`src/rtl/data_cache.sv`:
```
`default_nettype none
// ============================================================================
// data_cache : direct-mapped, write-back, write-allocate byte data cache
// Rev 1.0    : initial release
// ============================================================================
module data_cache #(
   parameter int INDEX_BITS  = 3,
   parameter int OFFSET_BITS = 2
) (
   input  logic        CLK,
   input  logic        RESET,
   input  logic        READ,
   input  logic        WRITE,
   input  logic [7:0]  ADDRESS,
   input  logic [7:0]  WRITEDATA,
   output logic [7:0]  READDATA,
   output logic        BUSYWAIT,
   output logic        MEM_READ,
   output logic        MEM_WRITE,
   output logic [5:0]  MEM_ADDRESS,
   output logic [31:0] MEM_WRITEDATA,
   input  logic [31:0] MEM_READDATA,
   input  logic        MEM_BUSYWAIT
);

   localparam int TAG_BITS = 8 - INDEX_BITS - OFFSET_BITS;
   localparam int LINES    = 1 << INDEX_BITS;

   typedef enum logic [1:0] {
      IDLE      = 2'd0,
      WRITEBACK = 2'd1,
      FETCH     = 2'd2,
      UPDATE    = 2'd3
   } state_t;

   state_t                state_q, state_d;
   logic                  first_q;
   logic [31:0]           data_q [LINES];
   logic [TAG_BITS-1:0]   tag_q  [LINES];
   logic [LINES-1:0]      valid_q;
   logic [LINES-1:0]      dirty_q;
   logic [31:0]           fill_q;
   logic [7:0]            rdata_q;

   logic [TAG_BITS-1:0]   addr_tag;
   logic [INDEX_BITS-1:0] addr_idx;
   logic [OFFSET_BITS-1:0] addr_off;
   logic                  hit;
   logic                  rd_hit;
   logic                  wr_hit;
   logic                  xfer_done;
   logic [7:0]            sel_byte;

   assign addr_tag = ADDRESS[7 -: TAG_BITS];
   assign addr_idx = ADDRESS[OFFSET_BITS +: INDEX_BITS];
   assign addr_off = ADDRESS[OFFSET_BITS-1:0];

   assign hit      = valid_q[addr_idx] && (tag_q[addr_idx] == addr_tag);
   assign wr_hit   = (state_q == IDLE) && WRITE && hit;
   // A simultaneous READ and WRITE is serviced as a store.
   assign rd_hit   = (state_q == IDLE) && READ && !WRITE && hit;
   assign sel_byte = data_q[addr_idx][{addr_off, 3'b000} +: 8];
   // The cycle that issues a memory request never completes it.
   assign xfer_done = !first_q && !MEM_BUSYWAIT;

   assign READDATA = rd_hit ? sel_byte : rdata_q;

   always_ff @(posedge CLK) begin
      if (RESET) begin
         state_q <= IDLE;
         first_q <= 1'b0;
         valid_q <= '0;
         dirty_q <= '0;
         rdata_q <= 8'h00;
      end else begin
         state_q <= state_d;
         first_q <= (state_d != state_q);
         if (rd_hit) begin
            rdata_q <= sel_byte;
         end
         if (state_q == UPDATE) begin
            valid_q[addr_idx] <= 1'b1;
            dirty_q[addr_idx] <= 1'b0;
         end else if (wr_hit) begin
            dirty_q[addr_idx] <= 1'b1;
         end
      end
   end

   // Line payload and tags survive reset; only valid/dirty are cleared.
   always_ff @(posedge CLK) begin
      if (!RESET) begin
         if (state_q == UPDATE) begin
            data_q[addr_idx] <= fill_q;
            tag_q[addr_idx]  <= addr_tag;
         end else if (wr_hit) begin
            data_q[addr_idx][{addr_off, 3'b000} +: 8] <= WRITEDATA;
         end
      end
   end

   always_ff @(posedge CLK) begin
      if ((state_q == FETCH) && xfer_done) begin
         fill_q <= MEM_READDATA;
      end
   end

   always_comb begin
      state_d       = state_q;
      BUSYWAIT      = 1'b1;
      MEM_READ      = 1'b0;
      MEM_WRITE     = 1'b0;
      MEM_ADDRESS   = 6'h00;
      MEM_WRITEDATA = 32'h0000_0000;
      case (state_q)
         IDLE: begin
            BUSYWAIT = 1'b0;
            if ((READ || WRITE) && !hit) begin
               BUSYWAIT = 1'b1;
               state_d  = (valid_q[addr_idx] && dirty_q[addr_idx]) ? WRITEBACK : FETCH;
            end
         end
         WRITEBACK: begin
            MEM_WRITE     = 1'b1;
            MEM_ADDRESS   = {tag_q[addr_idx], addr_idx};
            MEM_WRITEDATA = data_q[addr_idx];
            if (xfer_done) begin
               state_d = FETCH;
            end
         end
         FETCH: begin
            MEM_READ    = 1'b1;
            MEM_ADDRESS = {addr_tag, addr_idx};
            if (xfer_done) begin
               state_d = UPDATE;
            end
         end
         UPDATE: begin
            state_d = IDLE;
         end
         default: begin
            state_d = IDLE;
         end
      endcase
   end

endmodule
`default_nettype wire

```
`config.mk`:
```
export PLATFORM = sky130hd
export DESIGN_NAME = data_cache
export DESIGN_NICKNAME = d
export VERILOG_FILES = /design/src/rtl/data_cache.sv
export SDC_FILE = /design/constraint.sdc
export NUM_CORES = 1
export LEC_CHECK = 0
export BUFFER_PORTS_ARGS = -buffer_cell sky130_fd_sc_hd__buf_2
export CAP_MARGIN = 20
export CORE_UTILIZATION = 26
export DETAILED_ROUTE_END_ITERATION = 10
export PLACE_DENSITY_LB_ADDON = 0.2
export SETUP_SLACK_MARGIN = 0.05
export SLEW_MARGIN = 20
export SYNTH_ARGS = -nofsm -noshare
export SYNTH_HDL_FRONTEND = slang
export SYNTH_SLANG_ARGS = --single-unit
```
`constraint.sdc`:
```
create_clock -name CLK -period 6.5 [get_ports CLK]
set_input_delay 1.3 -clock CLK [delete_from_list [all_inputs] [get_ports CLK]]
set_output_delay 1.3 -clock CLK [all_outputs]
set_load 0.03 [all_outputs]
```
==> run_results.csv, run 1 <==
group,metric,value,unit
critical_path,critical_path_buf_inv_count,3,
route,drt-vias-per-instance,4.90,
die,floorplan.core_area,53900,sq um
power_and_ir_drop,design_power_total,5.00,mW
final_layout,synthToLayoutAreaGrowth,20.9,%
final_layout,num_antenna_cells,0,
critical_path,setup_crit_end_kind,"primary output",
global_routing,grt_remaining_overflow,0,
global_routing,initial_antenna_violation_count,3,
power_and_ir_drop,net-switching-power,1.14,mW
critical_path,path_common_cell,"buf_2",
final_layout,final_net_count,1164,
clock_tree,tritoncts,"built",
die,initial_utilization,26.4,%
global_routing,grt_pass1_vias,8950,
logic_synthesis,post_synth_instance_area,14200,sq um
clock_tree,clk_lat_worst_skew,0.56,ns
route,detail_route.drc_violations,0,
critical_path,critical_path_arrival,4.54,ns
critical_path,critPathSlowestCell,"mux4_2",
critical_path,cp_slowest_stage_delay,0.55,ns
critical_path,worst_setup_path_start_kind,"input port",
route,dr.first_iter.drc_count,820,
outcome,status,"finished clean",
timing,achievable-frequency,171,MHz
clock_tree,holdBufCountCts,0,
power_and_ir_drop,power.leakage,6.19,nW
final_layout,post_route_cells_drive_above_1_share,25.8,%
logic_synthesis,synthDistinctLibCells,62,
clock_tree,clock_sink_count,339,
placement,final_weighted_congestion_of_routability_driven_global_placement,0.834,
timing,worst_clock_skew,0.0234,ns
critical_path,criticalPathCategory,"input port to primary output",
critical_path,cell_by_cell_listing_of_the_critical_path,"buf_2 -> buf_4 -> mux2i_1 -> o22ai_1 -> a221oi_1 -> nand2_1 -> mux4_2 -> mux2_4 -> buf_2",
clock_tree,cts_max_path_buffers,3,
logic_synthesis,synthFlopType,"edfxtp_1",
logic_synthesis,synth_enable_flop_cells,312,
timing,worst_pin_slew,1.08,ns
power_and_ir_drop,p_seq_share,48.1,%
timing,final-setup-viol-count,0,
critical_path,worstPathMaxFanout,24,
clock_tree,numCtsBuffers,38,
timing,relSlewSlack,26.0,%
logic_synthesis,synthesis.nets,1007,
global_routing,wire_length_of_the_first_global_routing_pass,66.2,mm
die,fp.dieArea,55600,sq um
clock_tree,clk_pin_slew_worst_paths,0.07,ns
timing,hold_viol_final,0,
timing,rsz0062_at_grt,"no",
timing,slew_violations,0,
timing,finalCriticalPeriod,5.84,ns
power_and_ir_drop,power.ir.vdd_worst,0.164,mV
power_and_ir_drop,internal_power,3.87,mW
logic_synthesis,yosysWarnings,0,
logic_synthesis,synth_seq_area_share,69.7,%
logic_synthesis,synth_area_per_inst,15.1,sq um
critical_path,worst_path_required_time,5.20,ns
timing,period_share,89.8,%
die,dieWidth,236,um
logic_synthesis,synthesized_netlist_cell_count,944,
placement,place.port_buffers,101,
die,die_h,236,um
power_and_ir_drop,combinational_group_share_of_total_power,7.2,%
clock_tree,cts-htree-levels,2,
clock_tree,cts_post_setup_buffers_inserted,0,
die,design.portCount,102,
power_and_ir_drop,power_switching_share,22.7,%
route,route.antenna.remaining_nets,0,
logic_synthesis,synthArstFlopShare,0,%
route,route.vias.total,8948,
logic_synthesis,postSynthRegisterBits,339,
route,postRouteWirelength,46.2,mm
global_routing,gr-usage-all-layers,16.6,%
power_and_ir_drop,power.density,291,nW/um^2
route,drt-pass1-iter-count,8,
global_routing,grt_max_degree,36,
placement,dp_hpwl,33.0,mm
clock_tree,cts_resized,0,
route,drt-wirelength-per-cell,25.3,um
critical_path,timing.critical_path.max_delay_family,"multiplexers",
timing,totalNegativeSetupSlack,0,ns
job,max-cap-violations,0,
worst_hold_path,worstHoldPathType,"flip-flop to flip-flop",
clock_tree,cts_root_buf,"clkbuf_16",
power_and_ir_drop,power.share.clock,44.7,%
die,fp-row-count,85,
==> Yosys cell counts (23+ instances only) <==
cell | instances | area [sq um]
dfxtp_1 | 27 | 541
a21oi_1 | 38 | 190
inv_1 | 41 | 154
a221oi_1 | 32 | 280
edfxtp_1 | 312 | 9370
nand2_1 | 57 | 214
mux2i_1 | 59 | 591
o21ai_0 | 23 | 115
mux2_2 | 31 | 349
nor2_1 | 46 | 173
and2_1 | 46 | 288
a22oi_1 | 40 | 300
clkbuf_1 | 29 | 109
==> placed cells by master, fill, tap and decap left out, drive strengths merged, types with 7 or more instances in the layout <==
cell	synthesis	routed
clkbuf	29	47
nand3	15	15
mux2	41	41
clkinv	2	16
inv	41	41
mux4	14	14
nand2	57	57
a211oi	8	8
mux2i	59	59
a22oi	40	40
nand2b	7	7
nor2	46	46
a221oi	33	33
dfxtp	27	27
o22ai	8	8
edfxtp	312	312
buf	22	168
ha	10	10
nor2b	9	9
and2	47	47
a21oi	38	38
o21ai	23	23
==> power groups by stage <==
| stage | combinational, mW | clock [mW] | sequential [mW] |
|---|---|---|---|
| finish | 0.360 | 2.24 | 2.41 |
| global route | 0.382 | 2.37 | 2.41 |
| CTS | 0.359 | 2.29 | 2.41 |
| detailed placement | 0.359 | 0 | 2.45 |
| global placement | 0.357 | 0 | 2.45 |
| floorplan | 0.193 | 0 | 2.45 |
==> through the flow <==
stage	worst slack, ns	utilization [%]	instance area (sq um)	hold slack [ns]	instances
after global placement	0.721	29.5	15900	0.435	1756
final	0.664	31.9	17200	0.458	1826
after global routing	0.669	31.9	17200	0.490	1826
after CTS	0.793	31.9	17200	0.454	1825
after floorplan	1.90	-	14200	0.426	944
after detailed placement	0.791	29.5	15900	0.438	1756
==> routing by layer <==
metal | share of wire (%) | wire length [um] | track usage [%]
met1 | 48 | 22200 | 25.0
met2 | 43 | 19900 | 24.3
met3 | 7.1 | 3300 | 3.07
met4 | 1.7 | 770 | 3.76
met5 | 0.058 | 27 | 0
==> area by class of cell <==
type	instances	area, sq um
fill	5312	36700
sequential	339	9910
multi-input combinational	511	3930
clock buffer	47	1060
timing repair buffer	168	1020
tap	696	871
clock inverter	22	240
inverter	43	161
==> worst paths after layout <==
path	start	end	slack [ns]	cells past startpoint
max	ADDRESS[2]	READDATA[4]	0.66	9
min	valid_q[6]$_SDFFE_PP0N_	valid_q[6]$_SDFFE_PP0N_	0.46	1
max reg2reg	tag_q[5][0]$_DFFE_PP_	data_q[0][23]$_DFFE_PP_	2.97	7
min reg2reg	valid_q[6]$_SDFFE_PP0N_	valid_q[6]$_SDFFE_PP0N_	0.46	1
==> kinds of logic after synthesis <==
family / after synthesis / synth area share (%)
compound gates: 188 / 9.43
xor+xnor: 3 / 0.185
fa+ha+maj: 10 / 0.880
mux: 114 / 9.83
flops: 339 / 69.7
buf+inv: 94 / 2.79
simple gates: 196 / 7.21
==> registers in the layout, indices dropped and copies added, names as in the netlist, named ones only <==
name     flops
data_q     256
fill_q      32
first_q      1
rdata_q      8
state_q      2
tag_q       24
valid_q      8
Note: power is estimated with default switching activity, not from simulation.
==> run 2: changes to the inputs <==
- ABC_AREA: not set -> 1
- SKIP_LAST_GASP: not set -> 1
==> run 2 against run 1 <==
- sequential cell count is the same
- clock skew rose by 0.0022 ns
- clock power is 9% lower
- first-iteration DRC count grew 25%
- setup slack improved by 0.34 ns
- critical path depth rose by 3
- register-to-register slack worse by 0.08 ns
- clock-buffer cell count rose by 3
- maximum frequency increased by 6.2%
- critical path type unchanged
- highest routed layer is now met4
==> run_results.csv, run 2 <==
group,metric,value,unit
global_routing,grt_pass1_vias,9655,
final_layout,layout_common_cells,"edfxtp_1 (312), nand2_1 (262), buf_2 (101), inv_1 (94), nor2_1 (91)",
critical_path,r2r-start,"tag_q[1][2]$_DFFE_PP_",
placement,final_weighted_congestion_of_routability_driven_global_placement,0.814,
logic_synthesis,area_share_of_xor_xnor_cells_in_the_synthesized_design,0,%
logic_synthesis,yosys-top-cells-count,"edfxtp_1 (312), nand2_1 (262), nor2_1 (97)",
final_layout,largest_register_ffs,256,
power_and_ir_drop,p_seq_share,50.8,%
logic_synthesis,synth_simple_gate_area_share,14.6,%
route,postRouteWirelength,46.0,mm
critical_path,worst_path_required_time,5.20,ns
placement,post-place-cells,1942,
route,drt-wirelength-per-cell,22.9,um
logic_synthesis,synth_area_leader_cell,"edfxtp_1",
job,max-cap-violations,0,
critical_path,cp_slowest_stage_delay,0.49,ns
critical_path,r2r_cells,15,
critical_path,cell_by_cell_listing_of_the_critical_path,"buf_2 -> inv_4 -> nand2_1 -> inv_1 -> buf_4 -> a221oi_1 -> nand4_1 -> nand3_1 -> nand2_1 -> nand2_1 -> nand2_1 -> buf_2",
power_and_ir_drop,net-switching-power,1.07,mW
route,detail_route.drc_violations,0,
die,fp.dieArea,54900,sq um
timing,worst_clock_skew,0.0256,ns
logic_synthesis,synth_top_area_share,66.7,%
logic_synthesis,dominant_combinational_cell_family_by_area_after_synthesis,"simple AND/OR/NAND/NOR gates",
logic_synthesis,share_of_synthesized_cell_area_in_full_adder_half_adder_and_majority_cells,0.891,%
critical_path,criticalPathCategory,"input port to primary output",
outcome,status,"finished clean",
logic_synthesis,synth-compound-area-share,9.66,%
die,design.portCount,102,
logic_synthesis,synth.most_common_cell,"edfxtp_1",
final_layout,synthToLayoutAreaGrowth,18.3,%
logic_synthesis,synthFlopType,"edfxtp_1",
clock_tree,cts-htree-levels,2,
logic_synthesis,synthArstFlopShare,0,%
timing,relSlewSlack,24.3,%
timing,totalNegativeSetupSlack,0,ns
timing,hold_viol_final,0,
logic_synthesis,yosysWarnings,0,
critical_path,worst_setup_path_start_kind,"input port",
timing,worst_pin_slew,1.13,ns
global_routing,grt_remaining_overflow,0,
worst_hold_path,worstHoldPathType,"flip-flop to flip-flop",
clock_tree,numCtsBuffers,38,
critical_path,critPathCapture,"READDATA[3]",
timing,achievable-frequency,182,MHz
placement,dp_hpwl,31.1,mm
critical_path,timing.critical_path.max_delay_family,"buffers and inverters",
critical_path,path_common_cell,"nand2_1",
final_layout,largest_registers,"data_q: 256 flops, fill_q: 32 flops, tag_q: 24 flops",
logic_synthesis,synth_enable_flop_cells,312,
final_layout,filler_cell_count,5396,
logic_synthesis,synthesis.nets,1235,
logic_synthesis,post_synth_mux_area_share,0,%
global_routing,grt_max_degree,34,
critical_path,setup_slack_of_the_worst_register_to_register_path,2.89,ns
global_routing,gr-usage-all-layers,16.8,%
clock_tree,holdBufCountCts,0,
final_layout,final_util,31.3,%
die,floorplan.core_area,53000,sq um
route,drt-pass1-iter-count,5,
power_and_ir_drop,internal_power,3.63,mW
final_layout,final_net_count,1357,
critical_path,critPathSlowestCell,"a221oi_1",
die,dieWidth,234,um
power_and_ir_drop,power.density,283,nW/um^2
critical_path,setup_crit_end_kind,"primary output",
timing,finalCriticalPeriod,5.49,ns
final_layout,post_route_cells_drive_above_1_share,15.9,%
timing,period_share,84.5,%
clock_tree,tritoncts,"built",
logic_synthesis,synth_seq_area_share,70.6,%
timing,rsz0062_at_grt,"no",
route,route.antenna.remaining_nets,0,
clock_tree,clock_sink_count,339,
power_and_ir_drop,power_switching_share,22.7,%
logic_synthesis,post_synth_instance_area,14000,sq um
logic_synthesis,synthDistinctLibCells,43,
placement,place.port_buffers,101,
logic_synthesis,synthesized_netlist_cell_count,1172,
global_routing,wire_length_of_the_first_global_routing_pass,66.0,mm
power_and_ir_drop,power.share.clock,43.4,%
critical_path,crit_cells,12,
final_layout,final-instance-count-excl-fill,2010,
critical_path,r2r-end,"data_q[4][3]$_DFFE_PP_",
global_routing,initial_antenna_violation_count,2,
die,initial_utilization,26.5,%
route,dr.first_iter.drc_count,1028,
clock_tree,cts_post_setup_buffers_inserted,0,
logic_synthesis,synth_area_per_inst,12.0,sq um
clock_tree,cts_resized,0,
critical_path,worstPathMaxFanout,28,
clock_tree,cts_root_buf,"clkbuf_16",
power_and_ir_drop,combinational_group_share_of_total_power,5.7,%
logic_synthesis,post_synth_main_area_contributors,"edfxtp_1 (67%), nand2_1 (7.0%), dfxtp_1 (3.9%)",
route,route.vias.total,9792,
critical_path,critical_path_buf_inv_count,5,
power_and_ir_drop,power.leakage,6.04,nW
final_layout,regMostFlops,"data_q",
route,drt-vias-per-instance,4.87,
timing,final-setup-viol-count,0,
power_and_ir_drop,power.ir.vdd_worst,0.173,mV
clock_tree,clk_pin_slew_worst_paths,0.06,ns
critical_path,critical_path_arrival,4.19,ns
die,die_h,234,um
timing,slew_violations,0,
critical_path,worstSetupStartpoint,"ADDRESS[2]",
die,fp-row-count,84,
clock_tree,clk_lat_worst_skew,0.54,ns
logic_synthesis,postSynthRegisterBits,339,
final_layout,layout_commonest_cell,"edfxtp_1",
worst_hold_path,hold_path_depth,2,
clock_tree,cts_max_path_buffers,3,
run 2: cell count changes after synthesis, moves of 25 or more:
| cell | delta |
|---|---|
| a22o_1 | +25 |
| and2_1 | -46 |
| inv_1 | +53 |
| mux2_2 | -31 |
| mux2i_1 | -59 |
| nand2_1 | +205 |
| nand3_1 | +51 |
| nor2_1 | +51 |
run 2: cell type report:
| cell class | instances | area, sq um | area share (%) |
|---|---|---|---|
| antenna | 2 | 5.00 | 0.0301 |
| clock buffer | 50 | 1020 | 6.13 |
| clock inverter | 16 | 134 | 0.806 |
| inverter | 100 | 378 | 2.28 |
| multi-input combinational | 684 | 3560 | 21.4 |
| sequential | 339 | 9910 | 59.7 |
| tap | 688 | 861 | 5.18 |
| timing repair buffer | 131 | 743 | 4.48 |
run 2: worst min-delay path by stage:
stage / from / end
6_report: valid_q[3]$_SDFFE_PP0N_ / valid_q[3]$_SDFFE_PP0N_
3_3_place_gp: valid_q[3]$_SDFFE_PP0N_ / valid_q[3]$_SDFFE_PP0N_
2_1_floorplan: valid_q[3]$_SDFFE_PP0N_ / valid_q[3]$_SDFFE_PP0N_
3_5_place_dp: valid_q[3]$_SDFFE_PP0N_ / valid_q[3]$_SDFFE_PP0N_
4_1_cts: valid_q[3]$_SDFFE_PP0N_ / valid_q[3]$_SDFFE_PP0N_
5_1_grt: rdata_q[4]$_SDFF_PP0_ / rdata_q[4]$_SDFF_PP0_
run 2: power by group through the flow:
stage	Clock (mW)	Sequential (mW)	Combinational, mW
after floorplan	0	2.43	0.151
after global placement	0	2.44	0.269
after detailed placement	0	2.44	0.269
after CTS	2.08	2.39	0.270
after global routing	2.16	2.39	0.292
final	2.04	2.39	0.270
run 2: kinds of logic (layout without fill, tap and decap cells):
kind of cell | Yosys count | after routing
and+or+nand+nor | 476 | 476
DFF | 339 | 339
AOI/OAI and AO/OA | 198 | 198
buffers and inverters | 149 | 297
adders and majority gates | 10 | 10
other | 0 | 2
run 2: layer usage:
metal,global-route usage [%],vias up,part of all wire [%]
met3,3.17,47,7.6
met1,24.8,4898,47
met5,0,-,0
met2,25.4,394,43
met4,3.81,0,1.7
li1,-,4453,-
run 2: worst min-delay path, cell delays in order (launching register included):
cell	delay [ns]
dfxtp_1	0.33
nand2_1	0.05
o21ai_0	0.05
run 2: per-stage QoR:
stage	power (mW)	worst slack [ns]	area [sq um]	hold WS, ns
2_1_floorplan	2.59	2.01	14000	0.428
3_3_place_gp	2.70	1.11	15400	0.440
3_5_place_dp	2.70	1.10	15400	0.447
4_1_cts	4.74	1.08	16600	0.462
5_1_grt	4.84	0.866	16600	0.493
6_report	4.70	1.01	16600	0.461
